**config.mk**
```make
export PLATFORM = sky130hd
export DESIGN_NAME = mul_seq_param_flat
export DESIGN_NICKNAME = d
export VERILOG_FILES = /design/src/rtl/mul_seq_param_if.sv /design/src/rtl/mul_seq_param.sv /design/src/flat_wrapper.sv
export SDC_FILE = /design/constraint.sdc
export NUM_CORES = 1
export LEC_CHECK = 0
export BUFFER_PORTS_ARGS = -buffer_cell sky130_fd_sc_hd__buf_4
export CAP_MARGIN = 20
export CORE_AREA = 2 2 100 102
export CTS_CLUSTER_SIZE = 20
export DETAILED_ROUTE_END_ITERATION = 8
export DIE_AREA = 0 0 102 104
export GPL_TIMING_DRIVEN = 0
export SLEW_MARGIN = 0
export SYNTH_ARGS = -nofsm -noshare
export SYNTH_HDL_FRONTEND = slang
export SYNTH_SLANG_ARGS = --single-unit
```
**constraint.sdc**
```tcl
create_clock -name clk -period 2.2 [get_ports clk]
set_clock_uncertainty 0.05 [all_clocks]
set_input_delay 0.22 -clock clk [delete_from_list [all_inputs] [get_ports clk]]
set_output_delay 0.22 -clock clk [all_outputs]
set_load 0.05 [all_outputs]
```
**src/rtl/mul_seq_param_if.sv**
```systemverilog
// Handshake, operand/result and shared-adder signals for mul_seq_param.
// master = requester/environment side (also drives the external adder result), slave = multiplier.
interface mul_seq_param_if #(
    parameter int unsigned WIDTH = 8
);
    logic                   start;
    logic                   signed_i;
    logic [WIDTH-1:0]       a_i;
    logic [WIDTH-1:0]       b_i;
    logic [2*WIDTH-1:0]     result;
    logic                   busy;
    logic                   done;
    logic [2*WIDTH-1:0]     sum_in_a;
    logic [2*WIDTH-1:0]     sum_in_b;
    logic [2*WIDTH-1:0]     sum_out;

    modport master (
        output start, signed_i, a_i, b_i, sum_out,
        input  result, busy, done, sum_in_a, sum_in_b
    );

    modport slave (
        input  start, signed_i, a_i, b_i, sum_out,
        output result, busy, done, sum_in_a, sum_in_b
    );
endinterface

```
**src/rtl/mul_seq_param.sv**
```systemverilog
// Sequential shift-add multiplier (unsigned or two's complement) using an external shared adder.
// Define MUL_SEQ_EARLY_TERM_EN to leave RUN as soon as the remaining multiplier bits are zero.
module mul_seq_param #(
    parameter int unsigned WIDTH = 8
) (
    input logic              clk,
    input logic              rst,
    mul_seq_param_if.slave   bus
);
    localparam int unsigned CntW = $clog2(WIDTH + 1);
    localparam logic [WIDTH-1:0]   OneW = {{(WIDTH-1){1'b0}}, 1'b1};
    localparam logic [2*WIDTH-1:0] OneP = {{(2*WIDTH-1){1'b0}}, 1'b1};
    localparam logic [CntW-1:0]    OneC = {{(CntW-1){1'b0}}, 1'b1};
    localparam logic [CntW-1:0]    LastC = CntW'(WIDTH - 1);

    typedef enum logic [1:0] {StIdle, StRun, StFix} state_e;

    state_e               r_state;
    state_e               w_state_next;
    logic [WIDTH-1:0]     r_mcand;
    logic [WIDTH-1:0]     r_mplier;
    logic                 r_neg;
    logic [2*WIDTH-1:0]   r_acc;
    logic [CntW-1:0]      r_cnt;
    logic [2*WIDTH-1:0]   r_result;
    logic                 r_busy;
    logic                 r_done;

    logic [WIDTH-1:0]     w_abs_a;
    logic [WIDTH-1:0]     w_abs_b;
    logic [WIDTH-1:0]     w_mplier_shr;
    logic [2*WIDTH-1:0]   w_addend;

    // Magnitudes; the most negative value maps onto 2^(WIDTH-1) as an unsigned pattern.
    always_comb begin
        w_abs_a = bus.a_i;
        w_abs_b = bus.b_i;
        if (bus.signed_i && bus.a_i[WIDTH-1]) w_abs_a = ~bus.a_i + OneW;
        if (bus.signed_i && bus.b_i[WIDTH-1]) w_abs_b = ~bus.b_i + OneW;
    end

    assign w_mplier_shr = r_mplier >> 1;
    assign w_addend     = {{WIDTH{1'b0}}, r_mcand} << r_cnt;

    always_comb begin
        w_state_next = r_state;
        unique case (r_state)
            StIdle: begin
                if (bus.start) begin
`ifdef MUL_SEQ_EARLY_TERM_EN
                    w_state_next = (w_abs_b == '0) ? StFix : StRun;
`else
                    w_state_next = StRun;
`endif
                end
            end
            StRun: begin
`ifdef MUL_SEQ_EARLY_TERM_EN
                if (w_mplier_shr == '0) w_state_next = StFix;
`else
                if (r_cnt == LastC) w_state_next = StFix;
`endif
            end
            StFix:   w_state_next = StIdle;
            default: w_state_next = StIdle;
        endcase
    end

    always_ff @(posedge clk) begin
        if (rst) begin
            r_state  <= StIdle;
            r_mcand  <= '0;
            r_mplier <= '0;
            r_neg    <= 1'b0;
            r_acc    <= '0;
            r_cnt    <= '0;
            r_result <= '0;
            r_busy   <= 1'b0;
            r_done   <= 1'b0;
        end else begin
            r_state <= w_state_next;
            r_done  <= 1'b0;
            unique case (r_state)
                StIdle: begin
                    if (bus.start) begin
                        r_mcand  <= w_abs_a;
                        r_mplier <= w_abs_b;
                        r_neg    <= bus.signed_i & (bus.a_i[WIDTH-1] ^ bus.b_i[WIDTH-1]);
                        r_acc    <= '0;
                        r_cnt    <= '0;
                        r_busy   <= 1'b1;
                    end
                end
                StRun: begin
                    r_acc    <= bus.sum_out;
                    r_mplier <= w_mplier_shr;
                    r_cnt    <= r_cnt + OneC;
                end
                StFix: begin
                    r_result <= r_neg ? (~r_acc + OneP) : r_acc;
                    r_done   <= 1'b1;
                    r_busy   <= 1'b0;
                end
                default: ;
            endcase
        end
    end

    // Adder inputs are quiet outside RUN so the shared adder sees no spurious activity.
    assign bus.sum_in_a = (r_state == StRun) ? r_acc : '0;
    assign bus.sum_in_b = ((r_state == StRun) && r_mplier[0]) ? w_addend : '0;

    assign bus.result = r_result;
    assign bus.busy   = r_busy;
    assign bus.done   = r_done;
endmodule
```
**src/flat_wrapper.sv**
```systemverilog
// flat-port wrapper written by rule: the top's interface ports become plain ports
module mul_seq_param_flat 
#(
    parameter int unsigned WIDTH = 8
)
  (clk, rst, bus_start, bus_signed_i, bus_a_i, bus_b_i, bus_sum_out, bus_result, bus_busy, bus_done, bus_sum_in_a, bus_sum_in_b);
  mul_seq_param_if #(.WIDTH(WIDTH)) bus_i ();
  input logic clk;
  input logic rst;
  input wire logic [$bits(bus_i.start)-1:0] bus_start;
  input wire logic [$bits(bus_i.signed_i)-1:0] bus_signed_i;
  input wire logic [$bits(bus_i.a_i)-1:0] bus_a_i;
  input wire logic [$bits(bus_i.b_i)-1:0] bus_b_i;
  input wire logic [$bits(bus_i.sum_out)-1:0] bus_sum_out;
  output wire logic [$bits(bus_i.result)-1:0] bus_result;
  output wire logic [$bits(bus_i.busy)-1:0] bus_busy;
  output wire logic [$bits(bus_i.done)-1:0] bus_done;
  output wire logic [$bits(bus_i.sum_in_a)-1:0] bus_sum_in_a;
  output wire logic [$bits(bus_i.sum_in_b)-1:0] bus_sum_in_b;
  assign bus_i.start = bus_start;
  assign bus_i.signed_i = bus_signed_i;
  assign bus_i.a_i = bus_a_i;
  assign bus_i.b_i = bus_b_i;
  assign bus_i.sum_out = bus_sum_out;
  assign bus_result = bus_i.result;
  assign bus_busy = bus_i.busy;
  assign bus_done = bus_i.done;
  assign bus_sum_in_a = bus_i.sum_in_a;
  assign bus_sum_in_b = bus_i.sum_in_b;
  mul_seq_param #(.WIDTH(WIDTH)) u_core (.clk(clk), .rst(rst), .bus(bus_i));
endmodule
```
==> metrics.cfg <==
[sta]
rsz0062_at_grt=yes
finalMaxSlewViolations=0
max_slew_margin_pct=48.84
setup_slack_ns=-0.003384
max_freq_mhz=453.8
min_period_ns=2.203
fin_crit_sh_pct=100.2
setup_viol=1
worst_slew_pin_slew_ns=0.7658
whs_ns=0.05479
final_hold_viol_count=0
final.setup.tns_ns=-0.003384

[power]
power_density_mw_per_mm2=574.4
vdd_drop_max_mv=0.2427
leakagePower_nw=1.825

[final_layout]
final_util_pct=47.85
diodes=0
nets=515
final_layout_size_suffix_gt1_share_pct=35.98
nFillCells=962
area_delta_synth_final_pct=38.81

[global_routing]
gr-total-overflow=0
grt_pass1_wl_mm=15.05
antenna_found_initial=0
grt_usage_pct=17.68
grt_max_degree=12
grt_pass1_vias=3019

[synthesis]
async_flop_share_pct=0
synth_fa_ha_area_share_pct=1.520
synth-seq-area-share_pct=34.66
synth_top_family_by_area=compound AO/OA/AOI/OAI gates
syn_avg_cell_area_um2=8.778
yosys_warnings=0
synth-edff-count=0
netlist_instances=375
synth_flop_cell=dfxtp_1
syn_area_mm2=0.003292
ys_types=58
synth-seq-cells=57
synth_compound_area_share_pct=22.27
syn-num-nets=415
synth-simple-area-share_pct=21.44
synthMuxAreaShare_pct=7.488
synth_xor_area_share_pct=5.587

[place]
dp_hpwl_mm=6.843
gp_congestion=0.8933
io_buffers=84

[worst_setup_path]
crit_cells=5
slowest_stage=mux4_2
crit_path_end_kind=output port
path_buf_inv=2
critical_path_class=reg2out
reg2reg_depth=7
crit_path_start_kind=flop
regToRegSetupSlack_ns=0.20
cp_max_fo=7
crit_family=multiplexers
worst-endpoint-required_ns=1.93
cp_cell_sequence=buf_8, mux2i_4, mux4_2, nor3_4, buf_6
max_stage_delay_ns=0.53
arrival_ns=1.93

[clocking]
cts_tree=yes
cts.sink_count=57
cts_hold_buf=0
root_buffer=clkbuf_8
clk_pin_slew_ns=0.07
clk_path_buf_depth=2
htreeDepth=3
clock_latency_ns=0.32
cts_buffers=9

[min_path]
holdCritPathClass=in2reg
hold-path-cell-count=2

[floorplan]
die_w_um=102
die_height_um=104
rows=36
core-area_mm2=0.009549
die-area_mm2=0.01061
ios=86
initial_core_util_pct=34.47

[route]
drt-initial-drc-count=191
vias=3130
routed_wl_mm=9.255
drc=0
drt_pass1_iterations=4
ant_nets=0
via_per_inst=5.123
post_drt_wl_per_cell_um=15.15

[status]
failed_checks=setup timing
status=finished, violations left

[flow_run]
max_cap_violations=0

cells in the mapped netlist (3+ instances only):
master	n	area (µm²)
or4_1	3	22.52
and2_1	15	93.84
o31ai_1	4	30.03
clkbuf_8	5	68.82
dfxtp_1	57	1141
or3_1	6	37.54
mux2_2	5	56.30
nand2_1	21	78.83
o41ai_2	3	48.80
nor3b_1	4	30.03
nor3_1	12	60.06
xor2_1	14	122.6
nand2b_1	5	31.28
o21ai_0	7	35.03
a21oi_1	16	80.08
nand3b_1	5	37.54
a211oi_1	16	120.1
a222oi_1	3	30.03
buf_2	6	30.03
inv_1	12	45.04
nor2_1	43	161.4
nor2b_1	7	43.79
a31oi_1	4	25.02
ha_1	4	50.05
a22oi_1	7	52.55
nand3_1	7	35.03
mux4_2	4	90.09
xnor2_1	7	61.31
mux2i_1	10	100.1
a22o_1	16	140.1
clkbuf_1	17	63.81
per-stage QoR:
stage	instance area [µm²]	std cells	total power, W	setup slack [ns]
6_report	4569	611	0.002625	-0.003384
3_3_place_gp	4138	592	0.001592	-0.04877
2_1_floorplan	3341	375	0.001442	-0.1267
5_1_grt	4569	611	0.002748	-0.06885
4_1_cts	4496	611	0.002636	-0.03155
3_5_place_dp	4138	592	0.001600	-0.04073
cell type report:
cell class                 instances  area, µm²  share of cell area (%)
inverter                          12      45.04                  0.9858
sequential                        57       1147                   25.11
timing repair buffer              92      735.7                   16.10
buffer                            28      202.7                   4.436
multi-input combinational        275       2069                   45.29
tap                              133      166.4                   3.642
clock buffer                      12      165.2                   3.614
clock inverter                     2      37.54                  0.8215
power by group:
| part | switching [W] | total [W] | internal [W] | leakage (nW) |
|---|---|---|---|---|
| clock network | 0.000393 | 0.000997 | 0.000603 | 0.101 |
| logic | 0.000269 | 0.000498 | 0.000229 | 1.26 |
| registers | 0.0000545 | 0.00113 | 0.00108 | 0.466 |
placed cells by master (no fill, tap or decap), types with 3 or more instances in the layout:
master,count
nor3_2,4
xor2_1,14
clkbuf_1,9
mux2i_2,3
mux2i_1,5
clkbuf_2,3
a22oi_1,7
a222oi_1,3
or3_1,5
nand2_1,19
o41ai_2,3
nor3_1,8
inv_1,12
nand3b_1,5
buf_6,14
or4_1,3
a22o_1,16
dfxtp_1,54
ha_1,4
clkbuf_8,17
nand3_1,7
nor2_1,42
nor2b_1,5
a31oi_1,3
xnor2_1,7
o31ai_1,4
nand2b_1,5
buf_4,80
a21oi_1,14
o21ai_0,4
a211oi_1,16
and2_1,15
mux4_2,4
mux2_2,3
buf_2,4
logic make-up (layout without fill, tap and decap cells):
| logic type | count (synthesis) | in the layout |
|---|---|---|
| and+or+nand+nor | 137 | 137 |
| buffers and inverters | 43 | 146 |
| xor gates and xnor gates | 21 | 21 |
| AOI/OAI and AO/OA | 94 | 94 |
| DFF | 57 | 57 |
| adders and majority gates | 4 | 4 |
| muxes | 19 | 19 |
per-layer routing:
layer  GRT usage (%)  vias to the layer above  share of wire [%]
li1                -                     1564                  -
met1           24.01                     1473                 47
met2           28.43                       85                 48
met3           3.226                        8                4.1
met4           5.143                        0               0.98
met5               0                        -                  0
path summary, 6_finish.rpt:
check | from | to
setup / recovery | u_core.r_cnt[0] | bus_sum_in_b[6]
hold / removal | bus_sum_out[13] | u_core.r_acc[13]
setup reg to reg | u_core.r_acc[0] | u_core.bus.result[6]
hold reg to reg | u_core.bus.result[13] | u_core.bus.result[13]
what timing repair did:
action / CTS / global route
buffers inserted: 7 / 1
endpoints found under the setup margin: 30 / 12
pin swaps: 4 / 4
gates resized for setup: 35 / 22
flip-flops by register name, indices dropped and copies added (netlist names):
signal	flops
u_core.bus.result	16
u_core.bus.busy	1
u_core.bus.done	1
u_core.r_mplier	8
u_core.r_neg	1
u_core.r_acc	16
u_core.r_state	2
u_core.r_mcand	8
u_core.r_cnt	4
Power figures use the tool's default switching activity.
